$ cat src/rtl/cpu_pkg.sv
// Shared CPU definitions: widths, reset/NOP constants and the IF/ID pipeline record.
package cpu_pkg;

   localparam int unsigned WORD_W      = 32;
   localparam int unsigned IMEM_ADDR_W = 11;
   localparam logic [WORD_W-1:0] RESET_PC  = 32'h0000_0000;
   localparam logic [WORD_W-1:0] NOP_INSTR = 32'hE1A0_0000;

   typedef struct packed {
      logic [WORD_W-1:0] instr;
      logic [WORD_W-1:0] pc;
      logic              valid;
   } if_id_t;

   // Per-edge fetch action, already resolved for redirect-over-stall priority.
   typedef enum logic [1:0] {
      FA_RUN      = 2'd0,
      FA_STALL    = 2'd1,
      FA_REDIRECT = 2'd2
   } fetch_act_e;

   function automatic logic [WORD_W-1:0] word_align(input logic [WORD_W-1:0] addr);
      return addr & 32'hFFFF_FFFC;
   endfunction

endpackage

$ cat src/rtl/fetch_skid.sv
// One-entry holding register for an instruction that returns while decode is stalled.
module fetch_skid
   import cpu_pkg::*;
(
   input  logic              clk,
   input  logic              rst,
   input  logic              load,
   input  logic              clear,
   input  logic              unload,
   input  logic [WORD_W-1:0] in_instr,
   input  logic [WORD_W-1:0] in_pc,
   output logic [WORD_W-1:0] instr,
   output logic [WORD_W-1:0] pc,
   output logic              vld
);

   if_id_t ent_q;
   if_id_t ent_d;

   // A full entry is never overwritten; it drains only via unload or clear.
   always_comb begin
      ent_d = ent_q;
      if (clear || unload) begin
         ent_d.valid = 1'b0;
      end else if (load && !ent_q.valid) begin
         ent_d.instr = in_instr;
         ent_d.pc    = in_pc;
         ent_d.valid = 1'b1;
      end
   end

   always_ff @(posedge clk) begin
      if (rst) begin
         ent_q <= '0;
      end else begin
         ent_q <= ent_d;
      end
   end

   assign instr = ent_q.instr;
   assign pc    = ent_q.pc;
   assign vld   = ent_q.valid;

endmodule

$ cat src/rtl/instr_fetch.sv
// IF stage: owns the PC, issues word addresses to intru_mem and registers returned data into IF/ID.
module instr_fetch #(
   parameter int unsigned ADDR_W   = cpu_pkg::IMEM_ADDR_W,
   parameter logic [31:0] RESET_PC = 32'h0000_0000
) (
   input  logic              clk,
   input  logic              rst,
   input  logic              stall,
   input  logic              branch_taken,
   input  logic [31:0]       branch_target,
   output logic [ADDR_W-1:0] imem_addr,
   input  logic [31:0]       imem_rdata,
   output logic [31:0]       if_instr,
   output logic [31:0]       if_pc,
   output logic              if_valid
);

   import cpu_pkg::*;

   logic [WORD_W-1:0] pc_q, pc_d;
   logic [WORD_W-1:0] req_pc_q, req_pc_d;
   logic              req_vld_q, req_vld_d;
   if_id_t            if_q, if_d;

   fetch_act_e        act;
   logic              skid_load, skid_clear, skid_unload;
   logic [WORD_W-1:0] skid_instr, skid_pc;
   logic              skid_vld;

   fetch_skid u_skid (
      .clk      (clk),
      .rst      (rst),
      .load     (skid_load),
      .clear    (skid_clear),
      .unload   (skid_unload),
      .in_instr (imem_rdata),
      .in_pc    (req_pc_q),
      .instr    (skid_instr),
      .pc       (skid_pc),
      .vld      (skid_vld)
   );

   always_comb begin
      if (branch_taken) begin
         act = FA_REDIRECT;
      end else if (stall) begin
         act = FA_STALL;
      end else begin
         act = FA_RUN;
      end
   end

   always_comb begin
      pc_d        = pc_q;
      req_pc_d    = req_pc_q;
      req_vld_d   = req_vld_q;
      if_d        = if_q;
      skid_load   = 1'b0;
      skid_clear  = 1'b0;
      skid_unload = 1'b0;
      unique case (act)
         FA_REDIRECT: begin
            // Squash the in-flight read and any buffered instruction; IF/ID data holds but is invalid.
            pc_d        = word_align(branch_target);
            req_vld_d   = 1'b0;
            skid_clear  = 1'b1;
            if_d.valid  = 1'b0;
         end
         FA_STALL: begin
            // The PC does not advance, so the read returning this edge must be caught now or lost.
            req_vld_d = 1'b0;
            skid_load = req_vld_q && !skid_vld;
         end
         FA_RUN: begin
            if (skid_vld) begin
               if_d.instr  = skid_instr;
               if_d.pc     = skid_pc;
               if_d.valid  = 1'b1;
               skid_unload = 1'b1;
            end else if (req_vld_q) begin
               if_d.instr = imem_rdata;
               if_d.pc    = req_pc_q;
               if_d.valid = 1'b1;
            end else begin
               if_d.valid = 1'b0;
            end
            req_pc_d  = pc_q;
            req_vld_d = 1'b1;
            pc_d      = pc_q + 32'd4;
         end
         default: begin
            pc_d = pc_q;
         end
      endcase
   end

   always_ff @(posedge clk) begin
      if (rst) begin
         pc_q      <= RESET_PC;
         req_pc_q  <= '0;
         req_vld_q <= 1'b0;
         if_q      <= '0;
      end else begin
         pc_q      <= pc_d;
         req_pc_q  <= req_pc_d;
         req_vld_q <= req_vld_d;
         if_q      <= if_d;
      end
   end

   assign imem_addr = pc_q[ADDR_W+1:2];
   assign if_instr  = if_q.instr;
   assign if_pc     = if_q.pc;
   assign if_valid  = if_q.valid;

endmodule
$ cat config.mk
export PLATFORM = sky130hd
export DESIGN_NAME = instr_fetch
export DESIGN_NICKNAME = d
export VERILOG_FILES = /design/src/rtl/cpu_pkg.sv /design/src/rtl/fetch_skid.sv /design/src/rtl/instr_fetch.sv
export SDC_FILE = /design/constraint.sdc
export NUM_CORES = 1
export LEC_CHECK = 0
export BUFFER_PORTS_ARGS = -buffer_cell sky130_fd_sc_hd__buf_2
export CORE_ASPECT_RATIO = 1.1
export CORE_UTILIZATION = 45
export CTS_CLUSTER_DIAMETER = 120
export DETAILED_ROUTE_END_ITERATION = 12
export GPL_TIMING_DRIVEN = 1
export PLACE_DENSITY_LB_ADDON = 0.1
export SYNTH_ARGS = -nofsm -noshare
export SYNTH_HDL_FRONTEND = slang
export SYNTH_HIERARCHICAL = 1
export SYNTH_SLANG_ARGS = --single-unit
export TNS_END_PERCENT = 1
$ cat constraint.sdc
create_clock -name clk -period 2.94 [get_ports clk]
set_input_delay 0 -clock clk [delete_from_list [all_inputs] [get_ports clk]]
set_output_delay 0 -clock clk [all_outputs]
set_load 0.02 [all_outputs]
After elaboration in Yosys (flattened, before gate mapping)
Cells that the tools add are included.
Operators by class
  add/subtract/negate cells: 1
  equal/unequal tests: 2
  mux-type cells: 12
  bitwise operators: 1
  reduce and logical (&&, ||, !) cells: 12
Operators by type and width (count)
  $mux W65: 1
  $mux W64: 1
  $pmux W32 S2: 1
  $add A32 B3 Y32 const B: 1
  $mux W1: 6
  $reduce_bool A2 Y1: 3
  $pmux W1 S2: 2
  $reduce_and A2 Y1: 2
  $reduce_or A2 Y1: 2
  $eq A2 B1 Y1 const B: 1
  $eq A2 B2 Y1 const B: 1
  $logic_and A1 B1 Y1: 2
  $logic_not A2 Y1: 1
  $mux W2: 1
  $logic_not A1 Y1: 1
  $logic_or A1 B1 Y1: 1
  $not A1 Y1: 1
Word-level totals
  flip-flop bits (word level): 195
  bits of input ports: 68
  output and inout bits: 76
  word-level logic and storage cells: 37

Logic depth before layout (Yosys ltp)
  word-level depth: 7
  gate-level depth with buffers: 7
  gate-level depth less buffers: 5

Modules after synthesis
The synthesis kept the hierarchy.
By module, submodules not included
  instr_fetch: times used 1, cells each 672, area each 5785.5 sq um, sequential area each 2522.4 sq um
  fetch_skid: times used 1, cells each 281, area each 2970.3 sq um, sequential area each 1301.2 sq um

Worst setup path before layout
Ideal clock, no wire load.
  kind: register to register
  start point: reg u_skid.ent_q (netlist bit u_skid/vld)
  end point: reg u_skid.ent_q (netlist bit u_skid/instr[0])
  library setup time: 0.072 ns
  arrival: 2.017 ns
  data required time: 2.868 ns
  slack: 0.852 ns
  stages on the path, launching flop included: 8
  path buffers: 4
  period minus slack after synthesis: 2.088 ns
  path through: dfxtp_1 clkbuf_1 buf_1 nor4bb_1 nor4b_4 buf_12 buf_12 mux2i_1
On the way
  word-level cells in the longest chain between the ends: 5
  elaborated cells between the ends (all ways): 9
  those cells by class: 3 x mux; 1 x bitwise; 5 x reduce/logical
RTL lines
  start, declared: line fetch_skid.sv:17  | if_id_t ent_q;
  start signal, assigned: line fetch_skid.sv:36  | ent_q <= ent_d;
  $logic_not A1 Y1: line instr_fetch.sv:72  | skid_load = req_vld_q && !skid_vld;
  $logic_and A1 B1 Y1: line instr_fetch.sv:72
  $mux W1: line instr_fetch.sv:61  | unique case (act)
  via skid_load: line instr_fetch.sv:26  | logic skid_load, skid_clear, skid_unload;
  $logic_and A1 B1 Y1: line fetch_skid.sv:25  | end else if (load && !ent_q.valid) begin
  $reduce_and A2 Y1 (no source line)
The timed path passes the listed nets, and every way through them passes these cells.
A chain may end at the register's enable or synchronous reset.

Final worst setup path
  start point: reg pc_q[2]
  end point: reg pc_q[26]
On the way
  word-level cells in the longest chain between the ends: 2
RTL lines
  start, declared: line instr_fetch.sv:20  | logic [WORD_W-1:0] pc_q, pc_d;
  start signal, assigned: line instr_fetch.sv:104  | pc_q <= pc_d;
  $add A32 B3 Y32: line instr_fetch.sv:89  | pc_d = pc_q + 32'd4;
  $pmux W32 S2: line instr_fetch.sv:61
No other way between the ends.

==> results.md <==
- # port buffers: around 140
- Drt first pass iters: 4
- Tcrit/Tclk final: 77.2%
- Dominant synthesized flop cell: dfxtp_1
- Remaining Overflow, GRT: 0
- Fmax: 441 MHz
- CP max FO: 13
- Most common cell in the netlist: dfxtp_1
- Mapped Avg Cell Area: just over 9 µm²
- I/O pin cnt: between 100 and 150
- Library cells used by synthesis: between 50 and 60
- LEAKAGE: around 3.7 nW
- Peak VDD IR: between 0.4 and 0.5 mV
- Largest net degree at the start of global routing: roughly 130
- Hold Crit Class: primary input to flop
- Status: finished, final reports clean
- Post-synth EDFFs: 0
- Routed wire length: roughly 20000 µm
- TritonCTS clock tree: yes
- WP data required: between 3000 and 4000 ps
- Post-DP HPWL: 12300 µm
- Post-synthesis register bit count: 191
- Number of DRC markers in iteration 0: 294
- Synth async-reset ratio: 0%
- Critical path endpoint category: flop
- Worst slew pin tran: roughly 1000 ps
- Root Driver: clkbuf_16
- DR DRC count: 0
- DR vias/cell: about 5
- Final hold vios: 0
- Reg clk slew, reported paths: ~70 ps
- Post-synth top area cell: dfxtp_1
- FP Rows: 53
- Area growth syn-to-layout: 21.8%
- YS warnings: 6
- Minimum clock period: 2270 ps
- ANT nets after route: 0
- Fin nets: 1172
- Non-filler cells in the finished layout: between 1000 and 1500
- Postcts setup bufs: 0
- Final setup viols: 0
- First-pass GRT wire length: roughly 33000 µm
- Max cap viols: 0
- Core Box Area: ~19000 µm²
- Setup CP Type: flop to flop
- Drt wl/cell: between 10 and 15 µm
- Syn Std Cell Area: roughly 8800 µm²
- Setup TNS: 0 ps
- Initial antenna violation count: 0
- Clk Latency, worst-skew pair: 430 ps
- PD cells: about 520 nW/µm²
- Dominant cells by area after synthesis: dfxtp_1 (44%), mux2i_1 (15%), nand2b_1 (9.3%)
- Clock sinks: 191
- RSZ-0062 raised after global routing: false
- Yosys top cell area share: between 40% and 50%
- Crit path arrival time: ~2600 ps
- Slew Limit Fails: 0
- Post-synthesis sequential area ratio: 43.7%
- Syn Inst Count: between 900 and 1000
- Filler Cell Count: between 1500 and 2000
- # diodes: 0
- Share of cells above drive strength 1: ~18%
- DP Cell Count: 1268
- CTS buffer count: 17
- Clock Skews: between 9 and 10 ps
- H-tree depth: 4
- Die area: around 20000 µm²
- CTS max path bufs: 2
- Die H: ~150 µm
- Die Width: around 140 µm
- Via count: around 7000
- Worst reg2reg setup slack: about 670 ps
- Slew headroom: 32.2%
- Post-cts resize count: 0
- GPL Wtd Cong: about 0.83
- Synth top cells by count: dfxtp_1 (191), nand2b_1 (130), mux2i_1 (127), nor2_1 (96), nand2_1 (80)
- Worst setup SP type: flop
- GRT Overall Usage: about a fifth
- Starting Density: ~46%
- Vias in the first global route: between 6000 and 7000
==> worst max-delay path, cell delays in order (launching register included) <==
cell	delay, ps
dfxtp_1	460
ha_1	250
nand3b_4	130
or3_1	550
or4b_1	530
a311oi_1	270
==> stage by stage <==
step           worst slack, ps  hold WS (ps)  utilization (%)  total power, mW  area [µm²]
2_1_floorplan              852           136                -             3.07        8760
3_3_place_gp               762           235             49.4             3.20        9440
3_5_place_dp               701           235             49.4             3.20        9440
4_1_cts                    672          10.5             55.9             5.65       10700
5_1_grt                    514          38.3             55.9             5.82       10700
6_report                   670          36.9             55.9             5.59       10700
==> cell usage in the layout (no fill, tap or decap), types with 11 or more instances in the layout <==
master / netlist / final
nand2_1: 80 / 80
dlygate4sd3_1: 0 / 63
nor2_1: 96 / 94
or3_1: 12 / 12
a21oi_1: 36 / 36
buf_2: 6 / 140
mux2i_1: 127 / 127
clkbuf_16: 0 / 17
a211oi_1: 71 / 71
nand2b_1: 130 / 130
a311oi_1: 11 / 11
dfxtp_1: 191 / 190
buf_4: 11 / 13
==> cell type report <==
type                            instances  area [µm²]  area share (%)
Timing Repair Buffer                  219        1480            13.9
Clock buffer                           18         439            4.12
Tap cell                              247         309            2.90
Inverter                                6        22.5           0.211
Sequential cell                       191        3830            35.9
Multi-Input combinational cell        668        4430            41.5
Clock inverter                         13         164            1.54
==> flip-flops by register name, summed over array words and instances (netlist names) <==
signal / count
pc_q: 30
req_vld_q: 1
u_skid/instr: 32
req_pc_q: 30
if_instr: 32
if_valid: 1
u_skid/vld: 1
if_pc: 32
u_skid/pc: 32
==> report_power, final <==
| group | leakage (nW) | switching [mW] | internal [mW] |
|---|---|---|---|
| logic | 1.89 | 0.257 | 0.231 |
| registers | 1.55 | 0.0682 | 2.65 |
| clock network | 0.281 | 1.02 | 1.36 |
| total | 3.72 | 1.34 | 4.24 |
==> final timing paths <==
check | startpoint | cells past startpoint | endpoint
worst min-delay path | stall | 3 | if_valid$_SDFFE_PP0P_
worst min register to register | req_pc_q[31]$_SDFFE_PP0P_ | 2 | req_pc_q[31]$_SDFFE_PP0P_
worst max-delay path | pc_q[2]$_SDFFE_PP0P_ | 5 | pc_q[26]$_SDFFE_PP0P_
worst max register to register | pc_q[2]$_SDFFE_PP0P_ | 5 | pc_q[26]$_SDFFE_PP0P_
==> logic make-up (layout without fill, tap and decap cells) <==
kind of cell	count (synthesis)	after routing	share of synthesized area, %
xor+xnor	10	10	1.00
compound gates	148	148	11.8
mux	127	127	14.5
other cells	1	2	0.0428
buf+inv	95	256	5.93
fa+ha+maj	1	1	0.143
simple gates	380	380	22.9
flops	191	191	43.7
==> timing repair <==
item,in CTS,in global routing
hold buffers,63,0
setup endpoints to repair,0,0
hold endpoints to repair,95,0
==> routing by layer <==
metal	track usage [%]	share of wire [%]
met5	0	0
met4	7.02	1.6
met3	2.97	2.9
met2	33.7	46
met1	27.3	49
No activity file was read; power rests on OpenSTA's default activity.
